**config.mk**
```make
export PLATFORM = sky130hd
export DESIGN_NAME = aes_dec_feeder
export DESIGN_NICKNAME = d
export VERILOG_FILES = /design/src/rtl/aes_dec_feeder.sv
export SDC_FILE = /design/constraint.sdc
export NUM_CORES = 1
export LEC_CHECK = 0
export ABC_AREA = 1
export CAP_MARGIN = 10
export CORE_MARGIN = 5
export CORE_UTILIZATION = 45
export CTS_CLUSTER_DIAMETER = 30
export DETAILED_ROUTE_END_ITERATION = 6
export PLACE_DENSITY = 0.66
export SLEW_MARGIN = 5
export SYNTH_ARGS = -nofsm -noshare
export SYNTH_HDL_FRONTEND = slang
export SYNTH_SLANG_ARGS = --single-unit
export TNS_END_PERCENT = 1
```
**constraint.sdc**
```tcl
create_clock -name clk -period 8.5 [get_ports clk]
set_input_delay 1.7 -clock clk [delete_from_list [all_inputs] [get_ports clk]]
set_output_delay 1.7 -clock clk [all_outputs]
set_load 0.03 [all_outputs]
```
**src/rtl/aes_dec_feeder.sv**
```systemverilog
`default_nettype none
// ============================================================================
// Module   : aes_dec_feeder
// Purpose  : Ingress stage in front of the pipelined AES-128 decryption core.
//            - Packs 32-bit ciphertext words into 128-bit blocks.
//            - Buffers the blocks in a small FIFO.
//            - Sequences key loading through the core's key-schedule FSM.
//            - Drains the core pipeline before a key change.
//            - Issues one block per cycle to the core while a key is ready.
// Ports    : clk        - clock
//            rst        - asynchronous reset, active low
//            key_in     - new key, sampled when key_load is accepted
//            key_load   - one-cycle key-change request
//            key_busy   - key change in progress; key_load ignored
//            key_ready  - key loaded, blocks are being issued
//            s_word     - ciphertext word; the first word of a block is [127:96]
//            s_valid    - s_word valid
//            s_ready    - word accepted when s_valid && s_ready
//            dec_IN     - block to the core
//            dec_KEY    - key to the core
//            dec_enable - core enable, one cycle per issued block
//            dec_fsm_en - one-cycle start pulse for the core key schedule
//            in_flight  - number of blocks inside the core pipeline
// Revision : 1.0 - initial release
// ============================================================================
module aes_dec_feeder #(
    parameter int BLOCK_LENGTH    = 128,
    parameter int WORD_W          = 32,
    parameter int FIFO_DEPTH      = 4,
    parameter int PIPE_DEPTH      = 11,
    parameter int KEY_LOAD_CYCLES = 12
) (
    input  logic                    clk,
    input  logic                    rst,
    input  logic [BLOCK_LENGTH-1:0] key_in,
    input  logic                    key_load,
    output logic                    key_busy,
    output logic                    key_ready,
    input  logic [WORD_W-1:0]       s_word,
    input  logic                    s_valid,
    output logic                    s_ready,
    output logic [BLOCK_LENGTH-1:0] dec_IN,
    output logic [BLOCK_LENGTH-1:0] dec_KEY,
    output logic                    dec_enable,
    output logic                    dec_fsm_en,
    output logic [3:0]              in_flight
);

    localparam int c_WORDS = BLOCK_LENGTH / WORD_W;
    localparam int c_WC_W  = $clog2(c_WORDS);
    localparam int c_PTR_W = $clog2(FIFO_DEPTH);
    localparam int c_CNT_W = $clog2(FIFO_DEPTH + 1);
    localparam int c_KC_W  = $clog2(KEY_LOAD_CYCLES + 1);
    localparam int c_ASM_W = BLOCK_LENGTH - WORD_W;

    localparam logic [c_WC_W-1:0]  c_LAST_WC = c_WC_W'(c_WORDS - 1);
    localparam logic [c_CNT_W-1:0] c_FULL    = c_CNT_W'(FIFO_DEPTH);
    localparam logic [c_KC_W-1:0]  c_KC_INIT = c_KC_W'(KEY_LOAD_CYCLES);
    localparam logic [c_KC_W-1:0]  c_KC_ONE  = c_KC_W'(1);

    typedef enum logic [1:0] {
        S_IDLE     = 2'd0,
        S_KEY_LOAD = 2'd1,
        S_RUN      = 2'd2,
        S_DRAIN    = 2'd3
    } state_t;

    state_t r_state;
    state_t w_state_next;

    // ------------------------------------------------------------------
    // Word packing. Only the leading words are stored; the final word
    // goes straight from s_word into the FIFO together with them.
    // ------------------------------------------------------------------
    logic [c_WC_W-1:0]       r_wc;
    logic [c_ASM_W-1:0]      r_asm;
    logic [BLOCK_LENGTH-1:0] w_block;
    logic                    w_last_word;
    logic                    w_accept;
    logic                    w_push;
    logic                    w_pop;

    // FIFO
    logic [BLOCK_LENGTH-1:0] r_fifo [FIFO_DEPTH];
    logic [c_PTR_W-1:0]      r_wr_ptr;
    logic [c_PTR_W-1:0]      r_rd_ptr;
    logic [c_CNT_W-1:0]      r_count;
    logic                    w_fifo_full;
    logic                    w_fifo_empty;

    // Key sequencing
    logic [c_KC_W-1:0]       r_kcnt;
    logic [BLOCK_LENGTH-1:0] r_pend_key;
    logic [BLOCK_LENGTH-1:0] r_dec_key;
    logic [BLOCK_LENGTH-1:0] r_dec_in;
    logic                    r_fsm_en;
    logic                    w_enter_kl;
    logic                    w_key_from_in;
    logic                    w_key_from_pend;
    logic                    w_pend_capture;

    // Pipeline occupancy
    logic [PIPE_DEPTH-1:0]   r_en_sr;
    logic [3:0]              r_in_flight;

    assign w_fifo_full  = (r_count == c_FULL);
    assign w_fifo_empty = (r_count == '0);
    assign w_last_word  = (r_wc == c_LAST_WC);

    // Only the block-completing word can be back-pressured. Uses the
    // registered count, so space freed by a pop shows up one cycle later.
    assign s_ready  = !w_last_word || !w_fifo_full;
    assign w_accept = s_valid && s_ready;
    assign w_push   = w_accept && w_last_word;
    assign w_pop    = (r_state == S_RUN) && !w_fifo_empty;
    assign w_block  = {r_asm, s_word};

    always_ff @(posedge clk or negedge rst) begin
        if (!rst) begin
            r_wc  <= '0;
            r_asm <= '0;
        end else if (w_accept) begin
            if (!w_last_word) begin
                r_asm[c_ASM_W-1 - WORD_W*int'(r_wc) -: WORD_W] <= s_word;
                r_wc <= r_wc + c_WC_W'(1);
            end else begin
                r_wc <= '0;
            end
        end
    end

    // Storage needs no reset: the pointers and count define what is valid.
    always_ff @(posedge clk) begin
        if (w_push) begin
            r_fifo[r_wr_ptr] <= w_block;
        end
    end

    always_ff @(posedge clk or negedge rst) begin
        if (!rst) begin
            r_wr_ptr <= '0;
            r_rd_ptr <= '0;
            r_count  <= '0;
        end else begin
            if (w_push) begin
                r_wr_ptr <= r_wr_ptr + c_PTR_W'(1);
            end
            if (w_pop) begin
                r_rd_ptr <= r_rd_ptr + c_PTR_W'(1);
            end
            case ({w_push, w_pop})
                2'b10:   r_count <= r_count + c_CNT_W'(1);
                2'b01:   r_count <= r_count - c_CNT_W'(1);
                default: r_count <= r_count;
            endcase
        end
    end

    // ------------------------------------------------------------------
    // Key / issue state machine
    // ------------------------------------------------------------------
    always_ff @(posedge clk or negedge rst) begin
        if (!rst) begin
            r_state <= S_IDLE;
        end else begin
            r_state <= w_state_next;
        end
    end

    always_comb begin
        w_state_next    = r_state;
        w_enter_kl      = 1'b0;
        w_key_from_in   = 1'b0;
        w_key_from_pend = 1'b0;
        w_pend_capture  = 1'b0;
        key_busy        = 1'b0;
        key_ready       = 1'b0;
        case (r_state)
            S_IDLE: begin
                if (key_load) begin
                    w_state_next  = S_KEY_LOAD;
                    w_enter_kl    = 1'b1;
                    w_key_from_in = 1'b1;
                end
            end
            S_KEY_LOAD: begin
                key_busy = 1'b1;
                // Counter hits zero on the same edge that enters RUN.
                if (r_kcnt == c_KC_ONE) begin
                    w_state_next = S_RUN;
                end
            end
            S_RUN: begin
                key_ready = 1'b1;
                // A pop in this same cycle still completes under the old key.
                if (key_load) begin
                    w_state_next   = S_DRAIN;
                    w_pend_capture = 1'b1;
                end
            end
            S_DRAIN: begin
                key_busy = 1'b1;
                if (r_in_flight == '0) begin
                    w_state_next    = S_KEY_LOAD;
                    w_enter_kl      = 1'b1;
                    w_key_from_pend = 1'b1;
                end
            end
            default: w_state_next = S_IDLE;
        endcase
    end

    always_ff @(posedge clk or negedge rst) begin
        if (!rst) begin
            r_kcnt      <= '0;
            r_pend_key  <= '0;
            r_dec_key   <= '0;
            r_dec_in    <= '0;
            r_fsm_en    <= 1'b0;
            r_en_sr     <= '0;
            r_in_flight <= '0;
        end else begin
            r_fsm_en <= w_enter_kl;

            if (w_enter_kl) begin
                r_kcnt <= c_KC_INIT;
            end else if (r_state == S_KEY_LOAD) begin
                r_kcnt <= r_kcnt - c_KC_W'(1);
            end

            if (w_pend_capture) begin
                r_pend_key <= key_in;
            end

            if (w_key_from_in) begin
                r_dec_key <= key_in;
            end else if (w_key_from_pend) begin
                r_dec_key <= r_pend_key;
            end

            if (w_pop) begin
                r_dec_in <= r_fifo[r_rd_ptr];
            end

            // Bit 0 is dec_enable itself; the top bit marks a block leaving
            // the core, so the count changes on the same edge as the issue.
            r_en_sr     <= {r_en_sr[PIPE_DEPTH-2:0], w_pop};
            r_in_flight <= r_in_flight + {3'b000, w_pop} - {3'b000, r_en_sr[PIPE_DEPTH-1]};
        end
    end

    assign dec_IN     = r_dec_in;
    assign dec_KEY    = r_dec_key;
    assign dec_enable = r_en_sr[0];
    assign dec_fsm_en = r_fsm_en;
    assign in_flight  = r_in_flight;

endmodule
`default_nettype wire
```
Word level (Yosys, flattened, before mapping)
Memories as Yosys holds them, arrays and structs flattened. A register that Yosys moved wholly into a read port is not among the register bits.
Index checks and enable logic that the tools add are counted.

storage, ports and cells
  memories kept = 1
  bits of input ports = 164
  logic and storage cells = 77
  RAM bits = 512
  output and inout bits = 265
  register bits after elaboration = 383

memories
  memory  words  bits a word  read ports  clocked after memory_dff  wr ports  RTL line  source
  r_fifo  4      128          1           1                         1         84        logic [BLOCK_LENGTH-1:0] r_fifo [FIFO_DEPTH];

operators by class
  muxes and demuxes = 22
  equality and inequality tests = 12
  bitwise logic cells = 1
  shift operators = 2
  reduce and logical (&&, ||, !) cells = 17
  add/sub/neg operators = 10

operators by type and width
  cell                         count
  $mux W128                    2
  $shift A32 B33 Y127 const A  1
  $shiftx A32 B33 Y127         1
  $bwmux W96                   1
  $neg A8 Y33                  1
  $mux W2                      5
  $mux W1                      9
  $eq A2 B2 Y1 const B         4
  $mux W4                      2
  $ne A2 B2 Y1 const B         4
  $pmux W2 S4                  1
  $sub A7 B7 Y8 const A        1
  $add A2 B1 Y2 const B        3
  $pmux W3 S2                  1
  $reduce_bool A2 Y1           3
  $add A4 B1 Y4                1
  $eq A2 B1 Y1 const B         2
  $eq A4 B1 Y1 const B         1
  $logic_not A1 Y1             4
  $logic_not A4 Y1             1
  $reduce_and A4 Y1            1
  $sub A4 B1 Y4                1
  $sub A4 B1 Y4 const B        1
  $add A3 B1 Y3 const B        1
  other kinds (10)             12

Logic depth before layout (Yosys ltp)
Gate-level depths: netlist of the first run.

  depth in word-level cells = 7
  mapped depth = 12
  depth with buffers taken out = 11

Worst setup path before layout of the first run
Ideal clock, no wire load.

  path kind = input to register
  from = input port s_valid
  to = memory r_fifo[0][0] (enable)
  setup time = 617 ps
  path buffers = 0
  cell stages on the path = 2
  required time = 7883 ps
  slack = 591 ps
  data arrival time = 7292 ps
  cells stage by stage = nand3_1 > nor2_1

between the ends
  cells in the longest elaborated chain, start to end = 4

RTL lines
  item                           RTL line  source
  start: declaration             40        input logic s_valid,
  $logic_and A1 B1 Y1            113       assign w_accept = s_valid && s_ready;
  $logic_and A1 B1 Y1            114       assign w_push = w_accept && w_last_word;
  $mux W1                        134       if (w_push) begin
  $mux W1 (not written as such)  135       r_fifo[r_wr_ptr] <= w_block;
  end: declaration               84

Every way passes these cells.

Worst setup path in the final report of the first run
  from = input port s_valid
  to = memory r_fifo[3][101] (enable)

The elaborated chain is that of the path after synthesis.

==> results of run 1 <==
## flip-flops by register name, indices dropped and copies added, names as in the netlist, 3 cells and up
register,cells
r_kcnt,4
dec_KEY,128
r_count,3
r_en_sr,11
in_flight,4
dec_IN,128
r_fifo,512
r_pend_key,128
r_asm,96
## worst max-delay path, cell delays in order
cell	delay (ns)
clkdlybuf4s50_1	0.58
nand3_1	0.46
nor2_4	0.97
buf_4	0.88
## worst min path at each step
stage                     from           to  slack, ns  cells after the start
floorplan           r_en_sr[9]  r_en_sr[10]       0.33                      0
global placement    r_en_sr[9]  r_en_sr[10]       0.33                      0
detailed placement  r_en_sr[7]   r_en_sr[8]       0.34                      0
CTS                 r_en_sr[7]   r_en_sr[8]       0.35                      0
global route        r_en_sr[7]   r_en_sr[8]       0.35                      0
finish              r_en_sr[4]   r_en_sr[5]       0.34                      0
## stage by stage
| stage | cells | worst slack (ns) | utilization |
|---|---|---|---|
| final | 5731 | 4.21 | 0.588 |
| after global routing | 5727 | 4.07 | 0.588 |
| after global placement | 5351 | 3.45 | 0.510 |
| after floorplan | 3960 | 0.591 | - |
| after detailed placement | 5351 | 3.41 | 0.510 |
| after CTS | 5725 | 4.20 | 0.588 |
## layout by cell type (no fill, tap or decap), types with 17 or more instances in the layout
master,n
buf_4,26
bufinv_16,26
clkbuf_1,28
clkbuf_16,202
clkbuf_8,22
clkdlybuf4s50_1,427
clkinv_2,24
clkinvlp_4,20
dfrtp_1,509
edfxtp_1,512
ha_1,21
inv_1,156
inv_6,17
nand2_1,1082
nand3_1,196
nor2_1,522
o21a_1,62
o21ai_0,382
o21ai_1,230
## power groups by stage
stage / logic (mW) / registers, mW / clock network (mW)
finish: 7.07 / 7.67 / 8.03
CTS: 7.15 / 7.66 / 8.14
detailed placement: 7.09 / 7.72 / 0
global placement: 6.99 / 7.67 / 0
global route: 7.80 / 7.82 / 8.41
floorplan: 3.69 / 8.50 / 0
## per-layer routing
layer	GRT usage	wire length, um	part of all wire
met1	0.304	46500	0.42
met2	0.342	50500	0.46
met3	0.0677	10500	0.095
met4	0.0731	2920	0.026
met5	0	45	0.00041
## area by class of cell
type / count / area (sq um) / share of cell area
timing repair buffer: 463 / 4670 / 0.0880
sequential: 1023 / 28200 / 0.530
clock buffer: 252 / 5460 / 0.103
multi-input combinational: 2528 / 11100 / 0.209
inverter: 162 / 621 / 0.0117
antenna: 5 / 12.5 / 0.000236
tap: 1176 / 1470 / 0.0277
clock inverter: 122 / 1580 / 0.0298
## cell families after synthesis
logic type	synth area share
AO/OA/AOI/OAI	0.0863
XOR/XNOR	0.00170
adder cells (fa/ha/maj)	0.00737
buffers and inverters	0.0460
flip-flops	0.685
multiplexers	0.000244
AND/OR/NAND/NOR	0.173
==> results.tsv, run 1 <==
metric	value	unit
critical path class	primary input to flop	
Die Height	312	um
IO Count	429	
peak supply drop	0.292	mV
Vias	29600	
Final Hold Viols	0	
gpl congestion	0.792	
asr flop ratio synth	0.500	
headroom to the max-slew limit	0.161	
CP Max Fanout	58	
DP Area	46000	sq um
FF-to-FF End	r_asm[3]	
Pleak	22.7	nW
CTS tree	yes	
final worst-path cycle share	0.504	
Std-Cell Rows	110	
Pre-Repair DR Iteration Count	6	
total CTS buffers	198	
core area	90300	sq um
cell taking the most area after synthesis	edfxtp_1	
nets@finish	4563	
global route overflow	0	
status	completed	
DIE AREA	97500	sq um
Max Cap Viol	0	
share of cells above drive strength 1	0.0866	
clock skew	0.0336	ns
Comb pwr share	0.310	
switching share of total power	0.362	
total global-route track usage	0.222	
setup TNS	0	ns
Via density	5.17	
Data arrival, critical path	4.65	ns
sequential area share after synthesis	0.685	
cell area after synthesis	41100	sq um
Fillers	7306	
first-pass GRT wire length	170000	um
hold_ws	0.344	ns
DRC viols	0	
hold bufs inserted after CTS	0	
synth-to-layout area growth	29.2	%
Reg clk slew, reported paths	0.05	ns
Syn Nets	4147	
Clock Power Share	0.353	
Crit. Startpoint	s_valid	
cell-internal power	14.5	mW
unrepaired setup endpoints after global routing	no	
Pins Over Slew Limit	0	
Mapped Cells	3960	
Antenna Nets Post-Route	0	
r2r setup slk	4.75	ns
critical path endpoint	r_fifo[3][101]	
port bufs	428	
fmax	233	MHz
Pwr Density	429	nW/um^2
Syn Area/Cell	10.4	sq um
initial antenna violation count	8	
number of flops mapped to enable cells by yosys	512	
Tmin final	4.29	ns
Critical Path Start Type	primary input	
Initial Utilization	0.455	
number of setup buffers added after CTS	0	
cell with the most instances after synthesis	nand2_1	
r2r startpoint	r_wc[0]	
CTS root buffer	clkbuf_16	
synth warn	0	
largest net degree at the start of global routing	288	
Synth Register Bits	1023	
hpwl dp	64600	um
Net Sw Power	8.23	mW
via count of the first global-routing pass	28400	
Unique masters post-synth	32	
main flop type after synthesis	edfxtp_1	
WL per Instance	19.3	um
Min-Delay Path Class	flop to flop	
CP Data Required Time	8.86	ns
CTS sink cnt	1023	
Synth top area share	0.374	
top cells by count, synth	1084 x nand2_1, 526 x nor2_1, 512 x edfxtp_1	
final setup violation count	0	
H-Tree Depth	4	
Resized cells post-CTS	0	
WL final	110000	um
initial DRC count	3130	
Tot Pwr	22.8	mW
Post-Layout Inst Area	53100	sq um
Slew @ Worst Pin	1.26	ns
Reg power frac	0.337	
top post-synthesis cells by area	edfxtp_1 37%, dfrtp_1 31%, nand2_1 9.9%	
nature of the critical path endpoint	flop	
R2R cell count	6	
Die W	312	um
clock latency on the worst-skew pair	0.76	ns
Max Buffers Root-to-Sink	3	
Note: power is estimated with default switching activity, not from simulation.
==> run 2: changes to the inputs <==
Clock period 8.5 ns to 4.1 ns, I/O delays scaled along.
==> run 2 against run 1 <==
Hold slack lost 0.24 ns. Non-clock buffer count rose by 20. Clock power increased by 110%. Power is 110% higher.
==> results.tsv, run 2 (synthesis results as in run 1) <==
metric	value	unit
Slew @ Worst Pin	1.12	ns
Critical Path Start Type	flop	
Max Cap Viol	0	
Final WS setup	0.832	ns
Reg power frac	0.337	
nets@finish	4578	
Tmin final	3.27	ns
CTS tree	yes	
DRC viols	0	
Die Height	312	um
share of cells above drive strength 1	0.0888	
largest net degree at the start of global routing	171	
Comb pwr share	0.312	
first-pass GRT wire length	171000	um
M1 WL	45800	um
gpl congestion	0.804	
pre-CTS setup slack	0.998	ns
nature of the critical path endpoint	output pin	
total global-route track usage	0.222	
Min-Delay Path Class	primary input to asynchronous set/reset pin	
CP Cell Sequence	inv_1, ha_1, clkdlybuf4s50_1	
Pins Over Slew Limit	0	
r2r startpoint	r_wc[0]	
slowest CP cell	clkdlybuf4s50_1	
largest register by flop count	r_fifo	
Data arrival, critical path	2.45	ns
global route overflow	0	
hold_ws	0.100	ns
routed wl met2	51700	um
Std-Cell Rows	110	
highest metal used	met5	
commonest non-fill, non-tap cell in the layout	nand2_1	
Reg clk slew, reported paths	0.04	ns
initial DRC count	3089	
Max Buffers Root-to-Sink	3	
CP Data Required Time	3.28	ns
Tot Pwr	47.1	mW
commonest non-fill, non-tap cells in the layout	1082 x nand2_1, 522 x nor2_1, 512 x edfxtp_1	
unrepaired setup endpoints after global routing	no	
clock skew	0.0381	ns
Vias	29700	
cell-internal power	30.2	mW
post-layout util	0.591	
CP Max Fanout	5	
Via density	5.18	
WL final	110000	um
status	completed	
peak supply drop	0.658	mV
hpwl dp	66800	um
slowest stage delay, CP	0.78	ns
Pleak	22.8	nW
Crit. Startpoint	r_state[0]	
Fillers	7207	
Pwr Density	883	nW/um^2
port bufs	428	
critical path class	flop to output pin	
IO Count	429	
initial antenna violation count	12	
CTS root buffer	clkbuf_16	
fmax	306	MHz
Largest register FFs	512	
Pre-Repair DR Iteration Count	7	
WL met3	9920	um
clock latency on the worst-skew pair	0.77	ns
Net Sw Power	16.9	mW
H-Tree Depth	4	
Post-Layout Inst Area	53300	sq um
Resized cells post-CTS	0	
WL per Instance	19.1	um
Initial Utilization	0.455	
switching share of total power	0.359	
Clock Power Share	0.350	
DP Area	46300	sq um
final worst-path cycle share	0.797	
synth-to-layout area growth	29.8	%
DIE AREA	97500	sq um
hold bufs inserted after CTS	0	
final setup violation count	0	
core area	90300	sq um
headroom to the max-slew limit	0.255	
Final Hold Viols	0	
CTS sink cnt	1023	
total CTS buffers	193	
Die W	312	um
via count of the first global-routing pass	28800	
Antenna Nets Post-Route	0	
number of setup buffers added after CTS	0	
run 2: cell types whose count changed in the layout (fill, tap and decap cells not counted), sizes merged:
cell / delta
clkinvlp: -2
inv: -7
diode: +2
bufinv: +2
buf: +20
run 2: metrics by stage:
| stage | setup TNS (ns) | instances |
|---|---|---|
| 2_1_floorplan | -419.40 | 3960 |
| 3_3_place_gp | 0 | 5372 |
| 3_5_place_dp | 0 | 5372 |
| 4_1_cts | 0 | 5739 |
| 5_1_grt | 0 | 5742 |
| 6_report | 0 | 5746 |
run 2: power by group through the flow:
stage | Sequential (mW) | Clock [mW] | Combinational [mW]
6_report | 15.9 | 16.5 | 14.7
3_5_place_dp | 16.0 | 0 | 14.8
5_1_grt | 16.2 | 17.3 | 16.3
2_1_floorplan | 17.6 | 0 | 7.66
3_3_place_gp | 15.9 | 0 | 14.6
4_1_cts | 15.9 | 16.7 | 15.0
run 2: area by class of cell:
class | instances | area [sq um] | share of cell area
antenna | 7 | 17.5 | 0.000328
clock buffer | 252 | 5400 | 0.101
clock inverter | 115 | 1590 | 0.0298
inverter | 162 | 618 | 0.0116
multi-input combinational | 2528 | 11100 | 0.208
sequential | 1023 | 28200 | 0.528
tap | 1176 | 1470 | 0.0276
timing repair buffer | 483 | 4960 | 0.0931
run 2: worst paths after layout:
path / end / slack [ns] / cells after the start
max in group asynchronous: r_asm[73] / 2.97 / 2
max: key_ready / 0.83 / 3
min reg2reg: r_en_sr[2] / 0.35 / 0
min in group clk: r_en_sr[2] / 0.35 / 0
min: dec_KEY[100] / 0.10 / 1
max reg2reg: r_asm[50] / 1.26 / 8
run 2: critical path: cells and delay by family (launching register included):
kind,cells,cell delay [ns]
buffers and inverters,2,0.88
flip-flops,1,0.42
adder cells (fa/ha/maj),1,0.39
run 2: layer usage:
metal,vias to the layer above,GRT usage
met2,1133,0.354
met4,12,0.0722
li1,14000,-
met1,14400,0.296
met5,-,0
met3,175,0.0636
